File: config.mk
export PLATFORM = sky130hd
export DESIGN_NAME = calc_ctrl
export DESIGN_NICKNAME = d
export VERILOG_FILES = /design/src/rtl/calc_pkg.sv /design/src/rtl/calc_ctrl_shift_add_mul.sv /design/src/rtl/calc_ctrl.sv
export SDC_FILE = /design/constraint.sdc
export NUM_CORES = 1
export LEC_CHECK = 0
export ABC_AREA = 1
export CAP_MARGIN = 40
export CORE_MARGIN = 4
export CORE_UTILIZATION = 58
export CTS_BUF_LIST = sky130_fd_sc_hd__clkbuf_16
export DETAILED_ROUTE_END_ITERATION = 7
export GPL_TIMING_DRIVEN = 0
export PLACE_DENSITY = 0.76
export SETUP_SLACK_MARGIN = 0.2
export SYNTH_ARGS = -nofsm -noshare
export SYNTH_HDL_FRONTEND = slang
export SYNTH_SLANG_ARGS = --single-unit
File: constraint.sdc
create_clock -name clk -period 4.4 [get_ports clk]
set_clock_uncertainty 0.05 [all_clocks]
set_input_delay 0.88 -clock clk [delete_from_list [all_inputs] [get_ports clk]]
set_output_delay 0.88 -clock clk [all_outputs]
set_load 0.05 [all_outputs]
File: src/rtl/calc_pkg.sv
`default_nettype none
// ============================================================================
//  Module   : calc_pkg
//  Purpose  : Shared types and constants for the keypad calculator controller
//  Revision : 1.0  initial release
// ============================================================================
package calc_pkg;

    // Controller states
    typedef enum logic [2:0] {
        S_A    = 3'd0,
        S_OP   = 3'd1,
        S_B    = 3'd2,
        S_CALC = 3'd3,
        S_RES  = 3'd4,
        S_ERR  = 3'd5
    } state_t;

    // Operator key codes
    localparam logic [1:0] OP_ADD = 2'd0;
    localparam logic [1:0] OP_SUB = 2'd1;
    localparam logic [1:0] OP_MUL = 2'd2;
    localparam logic [1:0] OP_CLR = 2'd3;

    // Default operand length and the largest value it can display
    localparam int DIGITS_DEF = 4;
    localparam int DIGITS_MAX = 10**DIGITS_DEF - 1;

    // Digit keys carry 0..9; codes 10..15 are not digits
    function automatic logic is_digit(input logic [3:0] v);
        return (v <= 4'd9);
    endfunction

endpackage
`default_nettype wire

File: src/rtl/calc_ctrl_shift_add_mul.sv
`default_nettype none
// ============================================================================
//  Module   : shift_add_mul
//  Purpose  : Unsigned shift-add multiplier, W-cycle latency, start/done
//             handshake. The first partial product is added on the start
//             edge, so the product is complete and done pulses W cycles
//             after start.
//  Revision : 1.0  initial release
// ============================================================================
module shift_add_mul #(
    parameter int W = 14
) (
    input  logic             clk,
    input  logic             reset,
    input  logic             start,
    input  logic [W-1:0]     a,
    input  logic [W-1:0]     b,
    output logic             done,
    output logic [2*W-1:0]   product
);

    localparam int CW = $clog2(W);

    logic [2*W-1:0] r_a_sh;
    logic [2*W-1:0] r_prod;
    logic [W-1:0]   r_b_sh;
    logic [CW-1:0]  r_cnt;
    logic           r_run;
    logic           r_done;

    // One partial product per cycle: on start and then W-1 more iterations
    always_ff @(posedge clk or negedge reset) begin
        if (!reset) begin
            r_a_sh <= '0;
            r_prod <= '0;
            r_b_sh <= '0;
            r_cnt  <= '0;
            r_run  <= 1'b0;
            r_done <= 1'b0;
        end else begin
            r_done <= 1'b0;
            if (start) begin
                r_a_sh <= {{W{1'b0}}, a} << 1;
                r_b_sh <= b >> 1;
                r_prod <= b[0] ? {{W{1'b0}}, a} : '0;
                r_cnt  <= CW'(1);
                r_run  <= 1'b1;
            end else if (r_run) begin
                if (r_b_sh[0]) begin
                    r_prod <= r_prod + r_a_sh;
                end
                r_a_sh <= r_a_sh << 1;
                r_b_sh <= r_b_sh >> 1;
                r_cnt  <= r_cnt + CW'(1);
                if (r_cnt == CW'(W-1)) begin
                    r_run  <= 1'b0;
                    r_done <= 1'b1;
                end
            end
        end
    end

    assign done    = r_done;
    assign product = r_prod;

endmodule
`default_nettype wire

File: src/rtl/calc_ctrl.sv
`default_nettype none
// ============================================================================
//  Module   : calc_ctrl
//  Purpose  : Keypad calculator sequencer: operand entry, operator chaining,
//             add/sub in one cycle, multiply through shift_add_mul, display
//             selection and overflow error handling.
//  Revision : 1.0  initial release
// ============================================================================
import calc_pkg::*;

module calc_ctrl #(
    parameter int DIGITS = DIGITS_DEF,
    parameter int W      = $clog2(10**DIGITS)
) (
    input  logic          clk,
    input  logic          reset,
    input  logic          press,
    input  logic          is_num,
    input  logic          is_op,
    input  logic          is_eq,
    input  logic [3:0]    num_val,
    input  logic [1:0]    op_val,
    output logic [W-1:0]  disp_val,
    output logic          disp_neg,
    output logic          err,
    output logic          busy
);

    localparam int             c_max_int  = 10**DIGITS - 1;
    localparam logic [W+3:0]   c_max_push = (W+4)'(c_max_int);
    localparam logic [W+1:0]   c_max_acc  = (W+2)'(c_max_int);
    localparam logic [2*W-1:0] c_max_prod = (2*W)'(c_max_int);

    state_t              r_state, w_state_nx;
    logic signed [W+1:0] r_acc_a, w_acc_a_nx;
    logic [W-1:0]        r_acc_b, w_acc_b_nx;
    logic [1:0]          r_op, w_op_nx;
    logic [1:0]          r_op_pend, w_op_pend_nx;
    logic                r_ret_op, w_ret_op_nx;

    logic                w_take, w_eq, w_op, w_clr, w_opk, w_num;
    logic [W-1:0]        w_mag_a;
    logic [W+3:0]        w_push_a, w_push_b;
    logic signed [W+1:0] w_sum, w_dif, w_res, w_mul_res;
    logic [W+1:0]        w_prod_lo;
    logic                w_mul_start, w_mul_done;
    logic [2*W-1:0]      w_prod;

    function automatic logic [W+1:0] mag2(input logic signed [W+1:0] v);
        return v[W+1] ? (W+2)'(-v) : (W+2)'(v);
    endfunction

    function automatic logic [W+3:0] dig_push(input logic [W-1:0] x, input logic [3:0] d);
        return ({4'd0, x} * (W+4)'(10)) + {{W{1'b0}}, d};
    endfunction

    // Key decode: events only while idle, priority eq > op > num
    assign w_take = press && !busy;
    assign w_eq   = w_take && is_eq;
    assign w_op   = w_take && !is_eq && is_op;
    assign w_clr  = w_op && (op_val == OP_CLR);
    assign w_opk  = w_op && (op_val != OP_CLR);
    assign w_num  = w_take && !is_eq && !is_op && is_num && is_digit(num_val);

    assign w_mag_a   = W'(mag2(r_acc_a));
    assign w_push_a  = dig_push(w_mag_a, num_val);
    assign w_push_b  = dig_push(r_acc_b, num_val);
    assign w_sum     = r_acc_a + $signed({2'b00, r_acc_b});
    assign w_dif     = r_acc_a - $signed({2'b00, r_acc_b});
    assign w_res     = (r_op == OP_SUB) ? w_dif : w_sum;
    assign w_prod_lo = (W+2)'(w_prod);
    assign w_mul_res = r_acc_a[W+1] ? -$signed(w_prod_lo) : $signed(w_prod_lo);

    shift_add_mul #(.W(W)) u_mul (
        .clk     (clk),
        .reset   (reset),
        .start   (w_mul_start),
        .a       (w_mag_a),
        .b       (r_acc_b),
        .done    (w_mul_done),
        .product (w_prod)
    );

    // State and datapath registers
    always_ff @(posedge clk or negedge reset) begin
        if (!reset) begin
            r_state   <= S_A;
            r_acc_a   <= '0;
            r_acc_b   <= '0;
            r_op      <= OP_ADD;
            r_op_pend <= OP_ADD;
            r_ret_op  <= 1'b0;
        end else begin
            r_state   <= w_state_nx;
            r_acc_a   <= w_acc_a_nx;
            r_acc_b   <= w_acc_b_nx;
            r_op      <= w_op_nx;
            r_op_pend <= w_op_pend_nx;
            r_ret_op  <= w_ret_op_nx;
        end
    end

    // Next-state and datapath update; clear overrides every state
    always_comb begin
        w_state_nx   = r_state;
        w_acc_a_nx   = r_acc_a;
        w_acc_b_nx   = r_acc_b;
        w_op_nx      = r_op;
        w_op_pend_nx = r_op_pend;
        w_ret_op_nx  = r_ret_op;
        w_mul_start  = 1'b0;
        if (w_clr) begin
            w_acc_a_nx = '0;
            w_acc_b_nx = '0;
            w_op_nx    = OP_ADD;
            w_state_nx = S_A;
        end else begin
            case (r_state)
                S_A: begin
                    if (w_eq) begin
                        w_state_nx = S_RES;
                    end else if (w_opk) begin
                        w_op_nx    = op_val;
                        w_state_nx = S_OP;
                    end else if (w_num && (w_push_a <= c_max_push)) begin
                        w_acc_a_nx = $signed((W+2)'(w_push_a));
                    end
                end
                S_OP: begin
                    if (w_opk) begin
                        w_op_nx = op_val;
                    end else if (w_num) begin
                        w_acc_b_nx = W'(num_val);
                        w_state_nx = S_B;
                    end
                end
                S_B: begin
                    if (w_eq || w_opk) begin
                        w_ret_op_nx  = w_opk && !w_eq;
                        if (w_opk && !w_eq) begin
                            w_op_pend_nx = op_val;
                        end
                        w_mul_start = (r_op == OP_MUL);
                        w_state_nx  = S_CALC;
                    end else if (w_num && (w_push_b <= c_max_push)) begin
                        w_acc_b_nx = W'(w_push_b);
                    end
                end
                S_CALC: begin
                    if (r_op != OP_MUL || w_mul_done) begin
                        w_acc_b_nx = '0;
                        if (r_op == OP_MUL ? (w_prod > c_max_prod) : (mag2(w_res) > c_max_acc)) begin
                            w_state_nx = S_ERR;
                        end else begin
                            w_acc_a_nx = (r_op == OP_MUL) ? w_mul_res : w_res;
                            if (r_ret_op) begin
                                w_op_nx    = r_op_pend;
                                w_state_nx = S_OP;
                            end else begin
                                w_state_nx = S_RES;
                            end
                        end
                    end
                end
                S_RES: begin
                    if (w_opk) begin
                        w_op_nx    = op_val;
                        w_state_nx = S_OP;
                    end else if (w_num) begin
                        w_acc_a_nx = $signed((W+2)'(num_val));
                        w_state_nx = S_A;
                    end
                end
                S_ERR: begin
                end
                default: begin
                    w_state_nx = S_A;
                end
            endcase
        end
    end

    // Display selection decoded from registered state
    always_comb begin
        disp_val = '0;
        disp_neg = 1'b0;
        case (r_state)
            S_B:     disp_val = r_acc_b;
            S_ERR:   disp_val = '0;
            default: begin
                disp_val = w_mag_a;
                disp_neg = r_acc_a[W+1];
            end
        endcase
    end

    assign err  = (r_state == S_ERR);
    assign busy = (r_state == S_CALC);

endmodule
`default_nettype wire

==> impl_metrics.json, run 1 <==
{
  "die_area_um2": 23100,
  "fmax_mhz": 222,
  "async_flop_share": 1.00,
  "stdcell_area_um2": 14500,
  "hold_viol": 0,
  "gp_congestion": 0.977,
  "firstDrtPassIters": 6,
  "initial_core_util": 0.591,
  "hold_path_class": "input pin to async pin",
  "maxSlewViolCount": 0,
  "grt-ovfl-total": 0,
  "wire_per_inst_um": 18.2,
  "dr_total_vias": 13528,
  "cp_data_arrival_time_ns": 4.71,
  "layout_common_cells": "nand2_1, inv_1, nor2_1",
  "cts_max_level": 3,
  "fin_util": 0.714,
  "crit_required_ns": 4.61,
  "rows": 52,
  "tightest_slew_ns": 0.678,
  "synth_edf_count": 0,
  "yosysWarnings": 0,
  "critPathBufInv": 6,
  "tns_ns": -1.11,
  "diodes": 0,
  "avgSynthCellArea_um2": 6.38,
  "dp_hpwl_um": 29800,
  "grt_usage": 0.338,
  "worst-path-max-fanout": 10,
  "n_fill_cell": 1736,
  "clk_path_buf_depth": 2,
  "rsz0062_at_grt": "true",
  "drtIter0Drc": 1325,
  "core_area_um2": 20300,
  "slew_headroom": 0.548,
  "die_h_um": 152,
  "synthDistinctLibCells": 59,
  "fin_crit_sh": 1.02,
  "finalWorstSetupSlack_ns": -0.0991,
  "ant_nets": 0,
  "grt_pass1_vias": 12489,
  "cp_common_cell": "nand2_1",
  "layout.nets": 2104,
  "cts_tree": "done",
  "drc": 0,
  "die_w_um": 152,
  "maxCapViolCount": 0,
  "vias_per_cell": 5.98,
  "min_period_ns": 4.50,
  "grt_pass1_wl_um": 64200,
  "fin_cells": 2263,
  "layout_commonest_cell": "nand2_1",
  "synth_cells": 1880,
  "clk_pin_slew_ns": 0.08,
  "clk_latency_ns": 0.37,
  "grt_max_degree": 93,
  "synth-seq-cells": 112,
  "cts-root-buf": "clkbuf_16",
  "violations": "setup timing",
  "crit_start": "r_acc_a[15]",
  "port_buffers": 28,
  "synthToLayoutAreaGrowth_pct": 20.9,
  "startpoint_type": "flop",
  "worst_path_dominant_cell_family": "simple AND/OR/NAND/NOR gates",
  "wl_um": 41200,
  "cp-end-kind": "flop",
  "setup_violations": 14,
  "cp_slowest_cell": "fa_2",
  "status": "complete, but fails checks",
  "drive_above_1_share": 0.169,
  "antenna_found_initial": 1,
  "rr_startpoint": "r_acc_a[15]",
  "dp.cells": 2179,
  "synthFlopType": "dfrtp_1",
  "cp_slowest_stage_delay_ns": 0.41,
  "synth_fp_nets": 1995,
  "ys_seq_area_frac": 0.234,
  "cts.sinks": 112,
  "dpl_cell_area_um2": 12700,
  "num_io_pins": 29,
  "crit_type": "flop to flop",
  "postCtsHoldBufs": 0,
  "cts_buffers": 9,
  "syn_area_um2": 12000
}
routing by layer:
layer / track usage / wire length [µm]
met4: 0.162 / 2460
met3: 0.0646 / 4130
met2: 0.505 / 17900
met5: 0 / 7
met1: 0.473 / 16700
synth_stat cells (all sizes together) (4+ instances only):
master,instances,share of area
a211oi,11,0.0073
a21o,4,0.0025
a21oi,98,0.043
a31oi,27,0.014
buf,24,0.013
clkbuf,25,0.0078
clkinv,5,0.0016
dfrtp,112,0.23
fa,6,0.010
ha,97,0.10
inv,274,0.086
nand2,521,0.17
nand3,156,0.068
nand3b,13,0.0081
nand4,45,0.023
nor2,183,0.061
nor3,25,0.012
o211ai,18,0.011
o21ai,112,0.047
o21bai,5,0.0031
o22ai,13,0.0068
o311ai,5,0.0036
o31ai,7,0.0044
or2,12,0.0063
xnor2,10,0.0073
xor2,47,0.035
cells by family after synthesis:
group | count (synthesis) | share of synthesized area
xor gates and xnor gates | 57 | 0.0422
adders and majority gates | 103 | 0.111
and+or+nand+nor | 960 | 0.347
DFF | 112 | 0.234
AOI/OAI and AO/OA | 320 | 0.158
buffers and inverters | 328 | 0.108
layout make-up:
class | instances | area [µm²] | share of cell area
tap | 270 | 338 | 0.0233
buffer | 49 | 285 | 0.0197
clock buffer | 9 | 225 | 0.0155
inverter | 279 | 1060 | 0.0729
sequential | 112 | 2810 | 0.194
timing repair buffer | 98 | 847 | 0.0584
multi-input combinational | 1440 | 8890 | 0.613
clock inverter | 6 | 52.6 | 0.00362
metrics by stage:
step,hold WS (ns),setup slack (ns)
finish,0.288,-0.0991
global route,0.298,-0.308
CTS,0.294,0.0126
detailed placement,0.414,-0.905
global placement,0.410,-2.04
floorplan,0.392,0.222
final timing paths:
check / to / slack (ns) / cells after the start
min reg2reg: r_op[0] / 0.44 / 2
min in group clk: r_op[0] / 0.44 / 2
max: r_acc_a[6] / -0.1 / 27
max in group asynchronous: r_acc_b[0] / 3.27 / 2
min: u_mul.product[20] / 0.29 / 1
max reg2reg: r_acc_a[6] / -0.1 / 27
state kept, by name (all words and copies together), names as in the netlist:
signal / flops
u_mul.product: 28
u_mul.r_a_sh: 27
r_acc_a: 16
r_acc_b: 14
u_mul.r_b_sh: 13
u_mul.r_cnt: 4
r_state: 3
r_op: 2
r_op_pend: 2
r_ret_op: 1
u_mul.done: 1
u_mul.r_run: 1
repair_timing:
action                                  CTS  global route
buffers inserted                         49            18
endpoints found under the hold margin     0             0
resized for setup                       140           113
pin swaps                                46            53
cloned                                    2             0
endpoints found under the setup margin   29            40
Power of run 1 is left out: the tool's default activity adds up to more than one toggle a clock period on the data nets, which glitch-free logic cannot reach.
==> run 2, diff against run 1 <==
TNS_END_PERCENT = 10   (was not set)
==> impl_metrics.json, run 2 (same netlist as run 1, synthesis figures left out) <==
{
  "status": "complete, but fails checks",
  "violations": "setup timing",
  "drtIter0Drc": 1491,
  "largest_reg_flops": 28,
  "fmax_mhz": 219,
  "initial_core_util": 0.591,
  "setup_violations": 16,
  "rows": 52,
  "cts-root-buf": "clkbuf_16",
  "antenna_found_initial": 1,
  "cp_common_cell": "nand2_2",
  "dpl_cell_area_um2": 12700,
  "crit_type": "flop to flop",
  "whs_ns": 0.289,
  "num_io_pins": 29,
  "layout.nets": 2103,
  "grt_pass1_wl_um": 63900,
  "finalWorstSetupSlack_ns": -0.167,
  "gp_congestion": 0.977,
  "tightest_slew_ns": 0.694,
  "cts_buffers": 9,
  "layout_common_cells": "nand2_1, inv_1, nor2_1",
  "maxSlewViolCount": 0,
  "die_area_um2": 23100,
  "ant_nets": 0,
  "port_buffers": 28,
  "worst-path-max-fanout": 10,
  "path_cells": "buf_6, inv_2, clkbuf_8, o21ai_0, a21oi_1, nor2_1, ha_1, fa_2, inv_1, nor2_4, nand2_2, nor2_4, nand2_2, nor3_4, nand3_1, nand2_2, nand3_2, nand2_2, nand3_2, a21oi_4, nand3_4, buf_6, nand2_1, nand2_1",
  "grt-ovfl-total": 0,
  "cts_max_level": 3,
  "wl_um": 41300,
  "clk_path_buf_depth": 2,
  "drc": 0,
  "die_h_um": 152,
  "rr_startpoint": "r_acc_a[15]",
  "grt_max_degree": 93,
  "core_area_um2": 20300,
  "hold_viol": 0,
  "dr_total_vias": 13467,
  "synthToLayoutAreaGrowth_pct": 20.8,
  "slew_headroom": 0.537,
  "cp_slowest_cell": "fa_2",
  "clk_latency_ns": 0.37,
  "die_w_um": 152,
  "vias_per_cell": 5.95,
  "endpoint": "r_acc_a[6]",
  "rsz0062_at_grt": "true",
  "clk_pin_slew_ns": 0.08,
  "reg2regPathDepth": 24,
  "crit_start": "r_acc_a[15]",
  "cts.sinks": 112,
  "cts_tree": "done",
  "worstReg2RegEnd": "r_acc_a[6]",
  "wire_per_inst_um": 18.2,
  "fin_crit_sh": 1.04,
  "fin_util": 0.714,
  "hold_path_class": "input pin to async pin",
  "cp_slowest_stage_delay_ns": 0.61,
  "stdcell_area_um2": 14500,
  "grt_pass1_vias": 12410,
  "startpoint_type": "flop",
  "min_period_ns": 4.57,
  "rrSetupSlack_ns": -0.17,
  "maxCapViolCount": 0,
  "diodes": 0,
  "cp_data_arrival_time_ns": 4.78,
  "drive_above_1_share": 0.164,
  "grt_usage": 0.336,
  "firstDrtPassIters": 7,
  "crit_required_ns": 4.61,
  "place_ws_ns": -0.905,
  "layout_commonest_cell": "nand2_1",
  "cp-end-kind": "flop",
  "dp_hpwl_um": 29800
}
## run 2: cell count changes in the layout (fill, tap and decap cells not counted), sizes merged
cell | previous run | this run
dlymetal6s2s | 3 | 5
nand2 | 521 | 522
clkbuf | 33 | 32
dlygate4sd2 | 3 | 1
buf | 96 | 95
## run 2: timing repair
action	CTS	global route
buffers inserted	44	21
setup endpoints to repair	29	41
cloned	1	2
hold buffers	0	0
gates resized for setup	127	122
pin swaps	41	55
## run 2: final cells by class
type	instances	area, µm²
multi-input combinational	1441	8880
clock buffer	9	225
inverter	279	1060
buffer	49	290
fill	1747	5810
clock inverter	6	52.6
sequential	112	2810
timing repair buffer	96	840
tap	270	338
## run 2: worst min path at each step
stage,from,endpoint,slack [ns],cells after the start
final,reset,u_mul.product[20],0.29,1
after global routing,reset,u_mul.product[20],0.30,1
after CTS,reset,u_mul.product[20],0.29,1
after detailed placement,r_op[0],r_op[0],0.41,2
after global placement,r_op[0],r_op[0],0.41,2
after floorplan,r_op[0],r_op[0],0.39,2
## run 2: layer usage
layer / GRT usage / share of wire / vias to the layer above / wire length [µm]
li1: - / - / 6429 / -
met1: 0.470 / 0.41 / 6212 / 16900
met2: 0.502 / 0.43 / 656 / 17800
met3: 0.0663 / 0.10 / 168 / 4180
met4: 0.161 / 0.060 / 2 / 2460
met5: 0 / 0.00017 / - / 7
## run 2: stage by stage
stage | TNS (ns) | instances
final | -2.29 | 2262
after global routing | -5.23 | 2262
after CTS | 0 | 2239
after detailed placement | -16.47 | 2179
after global placement | -240.83 | 2178
after floorplan | 0 | 1880
## run 2: critical path: cells and delay by family (launching register included)
kind,cells,cell delay [ns]
AND/OR/NAND/NOR,14,1.78
adder cells (fa/ha/maj),2,0.99
buffers and inverters,5,0.71
AO/OA/AOI/OAI,3,0.53
flip-flops,1,0.36
Power of run 2 is left out for the same reason.
==> run 3, diff against run 2 <==
CORE_MARGIN = 5   (was 4)
==> impl_metrics.json, run 3 (same netlist as run 1, synthesis figures left out) <==
{
  "diodes": 0,
  "vias_per_cell": 5.85,
  "worstReg2RegEnd": "r_acc_a[8]",
  "port_buffers": 28,
  "drive_above_1_share": 0.148,
  "maxCapViolCount": 0,
  "stdcell_area_um2": 14200,
  "grt_pass1_wl_um": 61800,
  "layout_commonest_cell": "nand2_1",
  "dp_hpwl_um": 29900,
  "postCtsHoldBufs": 0,
  "grt_usage": 0.324,
  "cp_data_arrival_time_ns": 4.66,
  "crit_start": "r_acc_a[0]",
  "dr_total_vias": 13110,
  "cp_slowest_stage_delay_ns": 0.46,
  "rrSetupSlack_ns": -0.05,
  "gp_congestion": 0.968,
  "hold_viol": 0,
  "num_io_pins": 29,
  "wl_um": 39400,
  "grt_max_degree": 68,
  "cp_common_cell": "inv_2",
  "reg2regPathDepth": 33,
  "grt_pass1_vias": 11748,
  "fmax_mhz": 225,
  "drtIter0Drc": 1161,
  "min_period_ns": 4.45,
  "whs_ns": 0.369,
  "drc": 0,
  "status": "complete, but fails checks",
  "finalWorstSetupSlack_ns": -0.0489,
  "setup_violations": 15,
  "crit_required_ns": 4.61,
  "cts-root-buf": "clkbuf_16",
  "core_area_um2": 20300,
  "clk_latency_ns": 0.38,
  "largest_reg_flops": 28,
  "die_h_um": 154,
  "firstDrtPassIters": 6,
  "violations": "setup timing",
  "initial_core_util": 0.591,
  "rsz0062_at_grt": "true",
  "synthToLayoutAreaGrowth_pct": 18.5,
  "worst-path-max-fanout": 5,
  "startpoint_type": "flop",
  "hold_path_class": "input pin to async pin",
  "die_area_um2": 23700,
  "fin_crit_sh": 1.01,
  "layout.nets": 2080,
  "cts_max_level": 3,
  "cts_buffers": 9,
  "cts_tree": "done",
  "grt-ovfl-total": 0,
  "cts.sinks": 112,
  "slew_headroom": 0.410,
  "clk_pin_slew_ns": 0.09,
  "rr_startpoint": "r_acc_a[0]",
  "tightest_slew_ns": 0.879,
  "crit_type": "flop to flop",
  "wire_per_inst_um": 17.6,
  "cp_slowest_cell": "dfrtp_2",
  "maxSlewViolCount": 0,
  "layout_common_cells": "nand2_1, inv_1, nor2_1",
  "clk_path_buf_depth": 2,
  "rows": 52,
  "cp-end-kind": "flop",
  "antenna_found_initial": 1,
  "die_w_um": 154,
  "ant_nets": 0,
  "dpl_cell_area_um2": 12700
}
## run 3: worst max-delay path by stage
stage | cells after the start | to | slack [ns]
after floorplan | 31 | r_acc_a[15] | 0.22
after global placement | 1 | r_state[2] | -2.01
after detailed placement | 32 | r_acc_a[15] | -0.97
after CTS | 34 | r_acc_a[8] | 0.006
after global routing | 26 | r_acc_a[2] | -0.22
final | 33 | r_acc_a[8] | -0.05
## run 3: area by class of cell
cell class | count | area [µm²]
buffer | 49 | 287
clock buffer | 9 | 225
clock inverter | 7 | 91.3
fill | 1755 | 6090
inverter | 279 | 1050
multi-input combinational | 1440 | 8730
sequential | 112 | 2810
tap | 270 | 338
timing repair buffer | 74 | 676
## run 3: per-stage QoR
| step | utilization | std cells | worst slack (ns) | TNS, ns |
|---|---|---|---|---|
| 6_report | 0.700 | 2240 | -0.0489 | -0.440 |
| 3_5_place_dp | 0.624 | 2179 | -0.970 | -17.50 |
| 3_3_place_gp | 0.622 | 2178 | -2.01 | -240.03 |
| 5_1_grt | 0.700 | 2240 | -0.220 | -3.71 |
| 2_1_floorplan | - | 1880 | 0.222 | 0 |
| 4_1_cts | 0.668 | 2219 | 0.00608 | 0 |
## run 3: worst max-delay path: cells and delay by family (launching register included)
| kind | cells | cell delay [ns] |
|---|---|---|
| AOI/OAI and AO/OA | 3 | 0.63 |
| and+or+nand+nor | 19 | 1.86 |
| buffers and inverters | 8 | 0.75 |
| DFF | 1 | 0.46 |
| xor gates and xnor gates | 1 | 0.17 |
| adders and majority gates | 2 | 0.40 |
## run 3: timing repair
| item | CTS | global route |
|---|---|---|
| pin swaps | 20 | 47 |
| setup buffers | 23 | 21 |
| cloned | 1 | 0 |
| resized for setup | 103 | 119 |
| endpoints found under the setup margin | 28 | 39 |
| hold endpoints to repair | 0 | 0 |
## run 3: metal layers
layer,vias up,part of all wire,GRT usage
met5,-,0,0
met4,0,0.043,0.119
met3,124,0.097,0.0635
met2,587,0.44,0.503
met1,6037,0.42,0.450
li1,6362,-,-
Power of run 3 is left out for the same reason.
